<file path="config.mk">
export PLATFORM = sky130hd
export DESIGN_NAME = ctrl_fsm
export DESIGN_NICKNAME = d
export VERILOG_FILES = /design/src/rtl/cpu_ctrl_pkg.sv /design/src/rtl/onehot_dec.sv /design/src/rtl/ctrl_fsm.sv
export SDC_FILE = /design/constraint.sdc
export NUM_CORES = 1
export LEC_CHECK = 0
export ABC_AREA = 1
export CORE_MARGIN = 3
export CORE_UTILIZATION = 28
export CTS_BUF_LIST = sky130_fd_sc_hd__clkbuf_8 sky130_fd_sc_hd__clkbuf_16
export DETAILED_ROUTE_END_ITERATION = 16
export PLACE_DENSITY = 0.66
export SYNTH_ARGS = -nofsm -noshare
export SYNTH_HDL_FRONTEND = slang
export SYNTH_HIERARCHICAL = 1
export SYNTH_SLANG_ARGS = --single-unit
export TNS_END_PERCENT = 5
</file>
<file path="constraint.sdc">
create_clock -name clk -period 1.6 [get_ports clk]
set_input_delay 0.32 -clock clk [delete_from_list [all_inputs] [get_ports clk]]
set_output_delay 0.32 -clock clk [all_outputs]
set_load 0.02 [all_outputs]
</file>
<file path="src/rtl/cpu_ctrl_pkg.sv">
// Shared constants, state encoding and opcode helpers for the instruction-side control unit.
package cpu_ctrl_pkg;

    localparam int unsigned DefDataW = 16;
    localparam int unsigned DefNreg  = 8;
    localparam int unsigned DefRselW = 3;

    // Instruction field positions: op [15:12], rx [11:9], ry [8:6], imm8 [7:0]
    localparam int unsigned OpLo  = 12;
    localparam int unsigned RxLo  = 9;
    localparam int unsigned RyLo  = 6;
    localparam int unsigned ImmLo = 0;

    localparam logic [3:0] OpMv   = 4'h0;
    localparam logic [3:0] OpMvi  = 4'h1;
    localparam logic [3:0] OpAdd  = 4'h2;
    localparam logic [3:0] OpSub  = 4'h3;
    localparam logic [3:0] OpAnd  = 4'h4;
    localparam logic [3:0] OpOr   = 4'h5;
    localparam logic [3:0] OpXor  = 4'h6;
    localparam logic [3:0] OpHalt = 4'hF;

    localparam logic [2:0] AluAdd = 3'd0;
    localparam logic [2:0] AluSub = 3'd1;
    localparam logic [2:0] AluAnd = 3'd2;
    localparam logic [2:0] AluOr  = 3'd3;
    localparam logic [2:0] AluXor = 3'd4;

    typedef enum logic [2:0] {
        StIdle, StFetch, StDecode, StEx1, StEx2, StEx3, StHalt
    } state_e;

    function automatic logic is_alu(input logic [3:0] op);
        return (op >= OpAdd) && (op <= OpXor);
    endfunction

    function automatic logic is_illegal(input logic [3:0] op);
        return (op > OpXor) && (op != OpHalt);
    endfunction

    function automatic logic [2:0] alu_code(input logic [3:0] op);
        case (op)
            OpSub:   return AluSub;
            OpAnd:   return AluAnd;
            OpOr:    return AluOr;
            OpXor:   return AluXor;
            default: return AluAdd;
        endcase
    endfunction

endpackage

</file>
<file path="src/rtl/onehot_dec.sv">
// Register-select to one-hot strobe decoder; all zeros when not enabled.
module onehot_dec #(
    parameter int unsigned RSEL_W = 3,
    parameter int unsigned NREG   = 8
) (
    input  logic              en,
    input  logic [RSEL_W-1:0] sel,
    output logic [NREG-1:0]   onehot
);

    always_comb begin
        onehot = '0;
        for (int unsigned i = 0; i < NREG; i++) begin
            onehot[i] = en && (sel == RSEL_W'(i));
        end
    end

endmodule

</file>
<file path="src/rtl/ctrl_fsm.sv">
// Fetch/decode/execute sequencer for the 16-bit CPU. Strobes are registered from the next state;
// only ir_write/pc_inc and the DECODE-cycle illegal/done depend combinationally on inputs.
module ctrl_fsm
    import cpu_ctrl_pkg::*;
#(
    parameter int unsigned DATA_W = DefDataW,
    parameter int unsigned NREG   = DefNreg,
    parameter int unsigned RSEL_W = DefRselW
) (
    input  logic              clk,
    input  logic              reset,
    input  logic              run,
    input  logic              mem_ready,
    input  logic [DATA_W-1:0] ir_data,
    output logic              mem_rd,
    output logic              ir_write,
    output logic              ir_read,
    output logic              pc_inc,
    output logic [NREG-1:0]   reg_in,
    output logic [NREG-1:0]   reg_out,
    output logic              imm_out,
    output logic [DATA_W-1:0] imm_value,
    output logic              a_load,
    output logic              g_load,
    output logic              g_out,
    output logic [2:0]        alu_op,
    output logic              done,
    output logic              illegal,
    output logic              halted
);

    state_e            state_q, state_d;
    logic [3:0]        op_q, op_d;
    logic [RSEL_W-1:0] rx_q, rx_d, ry_q, ry_d;
    logic [7:0]        imm_q, imm_d;
    logic [3:0]        dec_op;
    logic              dec_illegal;

    logic              mem_rd_q, ir_read_q, imm_out_q, a_load_q, g_load_q, g_out_q;
    logic              done_q, halted_q, reg_in_en_q, reg_out_en_q;
    logic [RSEL_W-1:0] reg_in_sel_q, reg_out_sel_q;
    logic [2:0]        alu_op_q;
    logic              mem_rd_d, ir_read_d, imm_out_d, a_load_d, g_load_d, g_out_d;
    logic              done_d, halted_d, reg_in_en_d, reg_out_en_d;
    logic [RSEL_W-1:0] reg_in_sel_d, reg_out_sel_d;
    logic [2:0]        alu_op_d;

    assign dec_op = ir_data[OpLo +: 4];

    always_comb begin
        state_d       = state_q;
        op_d          = op_q;
        rx_d          = rx_q;
        ry_d          = ry_q;
        imm_d         = imm_q;
        dec_illegal   = 1'b0;
        mem_rd_d      = 1'b0;
        ir_read_d     = 1'b0;
        imm_out_d     = 1'b0;
        a_load_d      = 1'b0;
        g_load_d      = 1'b0;
        g_out_d       = 1'b0;
        done_d        = 1'b0;
        halted_d      = 1'b0;
        reg_in_en_d   = 1'b0;
        reg_out_en_d  = 1'b0;
        reg_in_sel_d  = '0;
        reg_out_sel_d = '0;
        alu_op_d      = '0;

        unique case (state_q)
            StIdle:   if (run) state_d = StFetch;
            StFetch:  if (mem_ready) state_d = StDecode;
            StDecode: begin
                op_d  = dec_op;
                rx_d  = ir_data[RxLo +: RSEL_W];
                ry_d  = ir_data[RyLo +: RSEL_W];
                imm_d = ir_data[ImmLo +: 8];
                if (dec_op == OpHalt) begin
                    state_d = StHalt;
                end else if (is_illegal(dec_op)) begin
                    dec_illegal = 1'b1;
                    state_d     = run ? StFetch : StIdle;
                end else begin
                    state_d = StEx1;
                end
            end
            StEx1:    state_d = is_alu(op_q) ? StEx2 : (run ? StFetch : StIdle);
            StEx2:    state_d = StEx3;
            StEx3:    state_d = run ? StFetch : StIdle;
            StHalt:   state_d = StHalt;
            default:  state_d = StIdle;
        endcase

        // Strobes for the cycle we are about to enter, so they come straight off flops
        case (state_d)
            StFetch:  mem_rd_d  = 1'b1;
            StDecode: ir_read_d = 1'b1;
            StEx1: begin
                reg_in_sel_d = rx_d;
                if (op_d == OpMv) begin
                    reg_out_en_d  = 1'b1;
                    reg_out_sel_d = ry_d;
                    reg_in_en_d   = 1'b1;
                    done_d        = 1'b1;
                end else if (op_d == OpMvi) begin
                    imm_out_d   = 1'b1;
                    reg_in_en_d = 1'b1;
                    done_d      = 1'b1;
                end else begin
                    reg_out_en_d  = 1'b1;
                    reg_out_sel_d = rx_d;
                    a_load_d      = 1'b1;
                end
            end
            StEx2: begin
                reg_out_en_d  = 1'b1;
                reg_out_sel_d = ry_d;
                alu_op_d      = alu_code(op_d);
                g_load_d      = 1'b1;
            end
            StEx3: begin
                g_out_d      = 1'b1;
                reg_in_en_d  = 1'b1;
                reg_in_sel_d = rx_d;
                done_d       = 1'b1;
            end
            StHalt:   halted_d = 1'b1;
            default:  ;
        endcase
    end

    always_ff @(posedge clk or negedge reset) begin
        if (!reset) begin
            state_q       <= StIdle;
            op_q          <= '0;
            rx_q          <= '0;
            ry_q          <= '0;
            imm_q         <= '0;
            mem_rd_q      <= 1'b0;
            ir_read_q     <= 1'b0;
            imm_out_q     <= 1'b0;
            a_load_q      <= 1'b0;
            g_load_q      <= 1'b0;
            g_out_q       <= 1'b0;
            done_q        <= 1'b0;
            halted_q      <= 1'b0;
            reg_in_en_q   <= 1'b0;
            reg_out_en_q  <= 1'b0;
            reg_in_sel_q  <= '0;
            reg_out_sel_q <= '0;
            alu_op_q      <= '0;
        end else begin
            state_q       <= state_d;
            op_q          <= op_d;
            rx_q          <= rx_d;
            ry_q          <= ry_d;
            imm_q         <= imm_d;
            mem_rd_q      <= mem_rd_d;
            ir_read_q     <= ir_read_d;
            imm_out_q     <= imm_out_d;
            a_load_q      <= a_load_d;
            g_load_q      <= g_load_d;
            g_out_q       <= g_out_d;
            done_q        <= done_d;
            halted_q      <= halted_d;
            reg_in_en_q   <= reg_in_en_d;
            reg_out_en_q  <= reg_out_en_d;
            reg_in_sel_q  <= reg_in_sel_d;
            reg_out_sel_q <= reg_out_sel_d;
            alu_op_q      <= alu_op_d;
        end
    end

    onehot_dec #(.RSEL_W(RSEL_W), .NREG(NREG)) u_reg_in_dec (
        .en     (reg_in_en_q),
        .sel    (reg_in_sel_q),
        .onehot (reg_in)
    );

    onehot_dec #(.RSEL_W(RSEL_W), .NREG(NREG)) u_reg_out_dec (
        .en     (reg_out_en_q),
        .sel    (reg_out_sel_q),
        .onehot (reg_out)
    );

    assign mem_rd    = mem_rd_q;
    assign ir_write  = (state_q == StFetch) && mem_ready;
    assign pc_inc    = (state_q == StFetch) && mem_ready;
    assign ir_read   = ir_read_q;
    assign imm_out   = imm_out_q;
    assign imm_value = {{(DATA_W-8){1'b0}}, imm_q};
    assign a_load    = a_load_q;
    assign g_load    = g_load_q;
    assign g_out     = g_out_q;
    assign alu_op    = alu_op_q;
    assign done      = done_q | dec_illegal;
    assign illegal   = dec_illegal;
    assign halted    = halted_q;

endmodule

</file>
==> results by group <==
Finish
  – Final design utilization: 46.4%
  – Area grow syn2layout: 58.8%
  – Layout cells sized above 1: roughly 34%
  – Commonest cells after routing, fill and taps aside: nand2_1, dfrtp_1, buf_4
  – Fillers: 609
  – Final nets: 355
  – Ant diodes: 0
  – Most common cell after layout, fill and taps aside: nand2_1

Critical path
  – Crit-path cells: buf_4 > nand2_2 > nor2_4 > buf_4 > buf_4 > o21ai_2 > inv_2 > nor2_1 > nand3_1 > nand3_1
  – Critical path class: flop to flop
  – CP Data Required Time: roughly 1800 ps
  – Critical path's top delay family: buffers and inverters
  – Arr. time, crit path: roughly 1800 ps
  – Buffers & Inverters on Critical Path: 4
  – Worst-path fanout max: 6
  – Crit-path most repeated cell: buf_4
  – Worst path slowest cell: dfrtp_1
  – CP Capture Type: flop
  – Max stage delay on crit path: 450 ps
  – Worst Setup Start Kind: flop

Power
  – Clock share of power: 15.7%
  – Psw: between 2 and 2.5 mW
  – Tot Pwr: 5.51 mW
  – Sequential power share: around 28%
  – Pleak: 1.58 nW
  – Switching Fraction: a little over two fifths
  – Pwr dens: 1850 nW/µm²
  – Internal Power: 3.21 mW
  – Worst vdd ir: 942 µV
  – Comb pwr share: 55.8%

Logic synthesis
  – Synth Area per Inst: 7.98 µm²
  – Asr flop ratio synth: 100%
  – Post-synth top area share: about 52%
  – Leading post-synthesis cells by cell area: dfrtp_1, nand2_1, nor2_1
  – Ys Warns: 6
  – Seq/Total Area, Yosys: between 50% and 60%
  – Number of synthesized flops with an enable pin: 0
  – Main synth FF type: dfrtp_1
  – FF+latch count, synth: 39
  – Cell Area, Synth: 1880 µm²
  – Top cell type by total area after synthesis: dfrtp_1
  – Synth Instances: 235
  – Synth cell types: 25

Clock tree
  – TritonCTS buffer count: 5
  – CTS root buf: clkbuf_8
  – Worst skew pair latency: 290 ps
  – CTS clk-pin slew, worst paths: 80 ps
  – Clock sinks: 39
  – CTS Buffer Depth: 2
  – CTS HTree Levels: 2
  – CTS tree: done

STA
  – Final hold vios: 0
  – Tcrit/Tclk final: 100%
  – Unrepaired setup endpoints after global routing: yes
  – Max-slew violations: 0
  – Setup slack after layout: -1.33 ps
  – Worst Skew: 6.28 ps
  – Min cycle time layout: 1600 ps
  – Hold_ws: 468 ps
  – Fmax: 624 MHz
  – Setup Viol. Count Final: 1

Placement
  – Port buffer count: 57
  – Routability cong.: slightly below 0.9
  – Detailed placement HPWL: 3.81 mm

Global routing
  – Largest net degree at the start of global routing: 22
  – GR Overflow Total: 0
  – First-pass GRT wire length: 8.00 mm
  – Gr usage total: 13.4%
  – Vias in the first global route: 1823
  – Initial antenna violation count: 0

Routing
  – DR vias/cell: 4.41
  – Residual DRC count: 0
  – Drt first-iter violations: 87
  – Final WL: just over 5 mm
  – Avg WL per Cell: 12.4 µm
  – Drt first pass iters: 4
  – Via count: between 1500 and 2000
  – Number of antenna-violating nets in the routed design: 0

Floorplan
  – Site Rows: 29
  – Initial core utilization: 29.2%
  – Die W: 87.8 µm
  – Die ar.: 7720 µm²
  – IO Pins: 66
  – Floorplan Core Area: 6420 µm²
  – Die height: 87.8 µm

Status
  – Failing checks: setup timing
  – Outcome: finished, violations left

Min path
  – Hold Path Class: input pin to flop

Run
  – # Max-Cap Violations: 0
[sequential cells by signal, summed over array words and instances, names as in the netlist, 3 cells and up]
signal         flops
alu_op             3
imm_q              8
op_q               4
reg_in_sel_q       3
reg_out_sel_q      3
rx_q               3
ry_q               3
state_q            3
[cells in the mapped netlist (2+ instances only)]
| master | instances |
|---|---|
| o21ai_0 | 3 |
| a21oi_1 | 7 |
| nor2_1 | 27 |
| o21ai_1 | 2 |
| nand4_1 | 6 |
| buf_4 | 11 |
| inv_1 | 23 |
| nand2_1 | 74 |
| dfrtp_1 | 39 |
| nor2_4 | 2 |
| nand2_2 | 6 |
| nand3_1 | 17 |
| inv_2 | 6 |
[worst register-to-register path: stages (launching register included)]
cell and delay, ps:
dfrtp_1 450, buf_4 180, nand2_2 80, nor2_4 220, buf_4 180, buf_4 100
o21ai_2 60, inv_2 50, nor2_1 30, nand3_1 60, nand3_1 80
[final timing paths]
kind	startpoint	end	slack, ps	cells after the start
min in group asynchronous	reset	alu_op[0]	490	2
min	ir_data[13]	op_q[1]	470	4
max reg2reg	state_q[1]	reg_out_sel_q[0]	-1	10
min reg2reg	imm_q[5]	imm_q[5]	480	2
max	state_q[1]	reg_out_sel_q[0]	-1	10
max in group asynchronous	reset	reg_in_en_q	650	3
[power by group through the flow]
stage / clock network [mW] / registers (mW) / logic [mW]
global placement: 0 / 1.56 / 2.66
global route: 0.928 / 1.61 / 3.36
floorplan: 0 / 1.74 / 1.33
finish: 0.865 / 1.57 / 3.07
CTS: 0.876 / 1.56 / 2.74
detailed placement: 0 / 1.58 / 2.72
[cell families (layout without fill, tap and decap cells)]
family          after synthesis  count (layout)  synth area share (%)
compound gates               14              14                  4.07
buf+inv                      42             136                  11.1
flops                        39              39                  52.0
other cells                   1               8                 0.200
simple gates                139             139                  32.6
[area by class of cell]
type                    instances  area (µm²)  area share (%)
well taps                      77        96.3            3.24
flip-flops and latches         39         977            32.8
repair buffers                 99         863            29.0
inverters                      29         109            3.66
clock buffers                   6        82.6            2.77
clock inverters                 2        35.0            1.18
multi-input cells             161         815            27.4
[metal layers]
metal	wire (µm)	part of all wire, %	vias to the layer above	GRT usage [%]
met5	0	0	-	0
met4	121	2.4	0	5.44
met3	264	5.1	12	3.39
met2	2600	51	49	23.9
met1	2160	42	852	15.1
li1	-	-	907	-
[stage by stage]
step | cell area [µm²] | TNS, ps | setup slack, ps | instances
final | 2980 | -1.33 | -1.33 | 413
after global routing | 2980 | -629 | -115 | 413
after CTS | 2890 | -268 | -121 | 409
after detailed placement | 2730 | -5290 | -766 | 396
after global placement | 2730 | -4810 | -750 | 396
after floorplan | 1910 | 0 | 31.1 | 242
[timing repair]
item                                    in CTS  in global routing
pin swaps                                    2                 18
endpoints found under the setup margin      30                 39
resized for setup                           68                 63
buffers inserted                             4                  3
endpoints found under the hold margin       18                  0
hold buffers                                 1                  0
gates cloned                                 0                  1
Note: power is estimated with default switching activity, not from simulation.
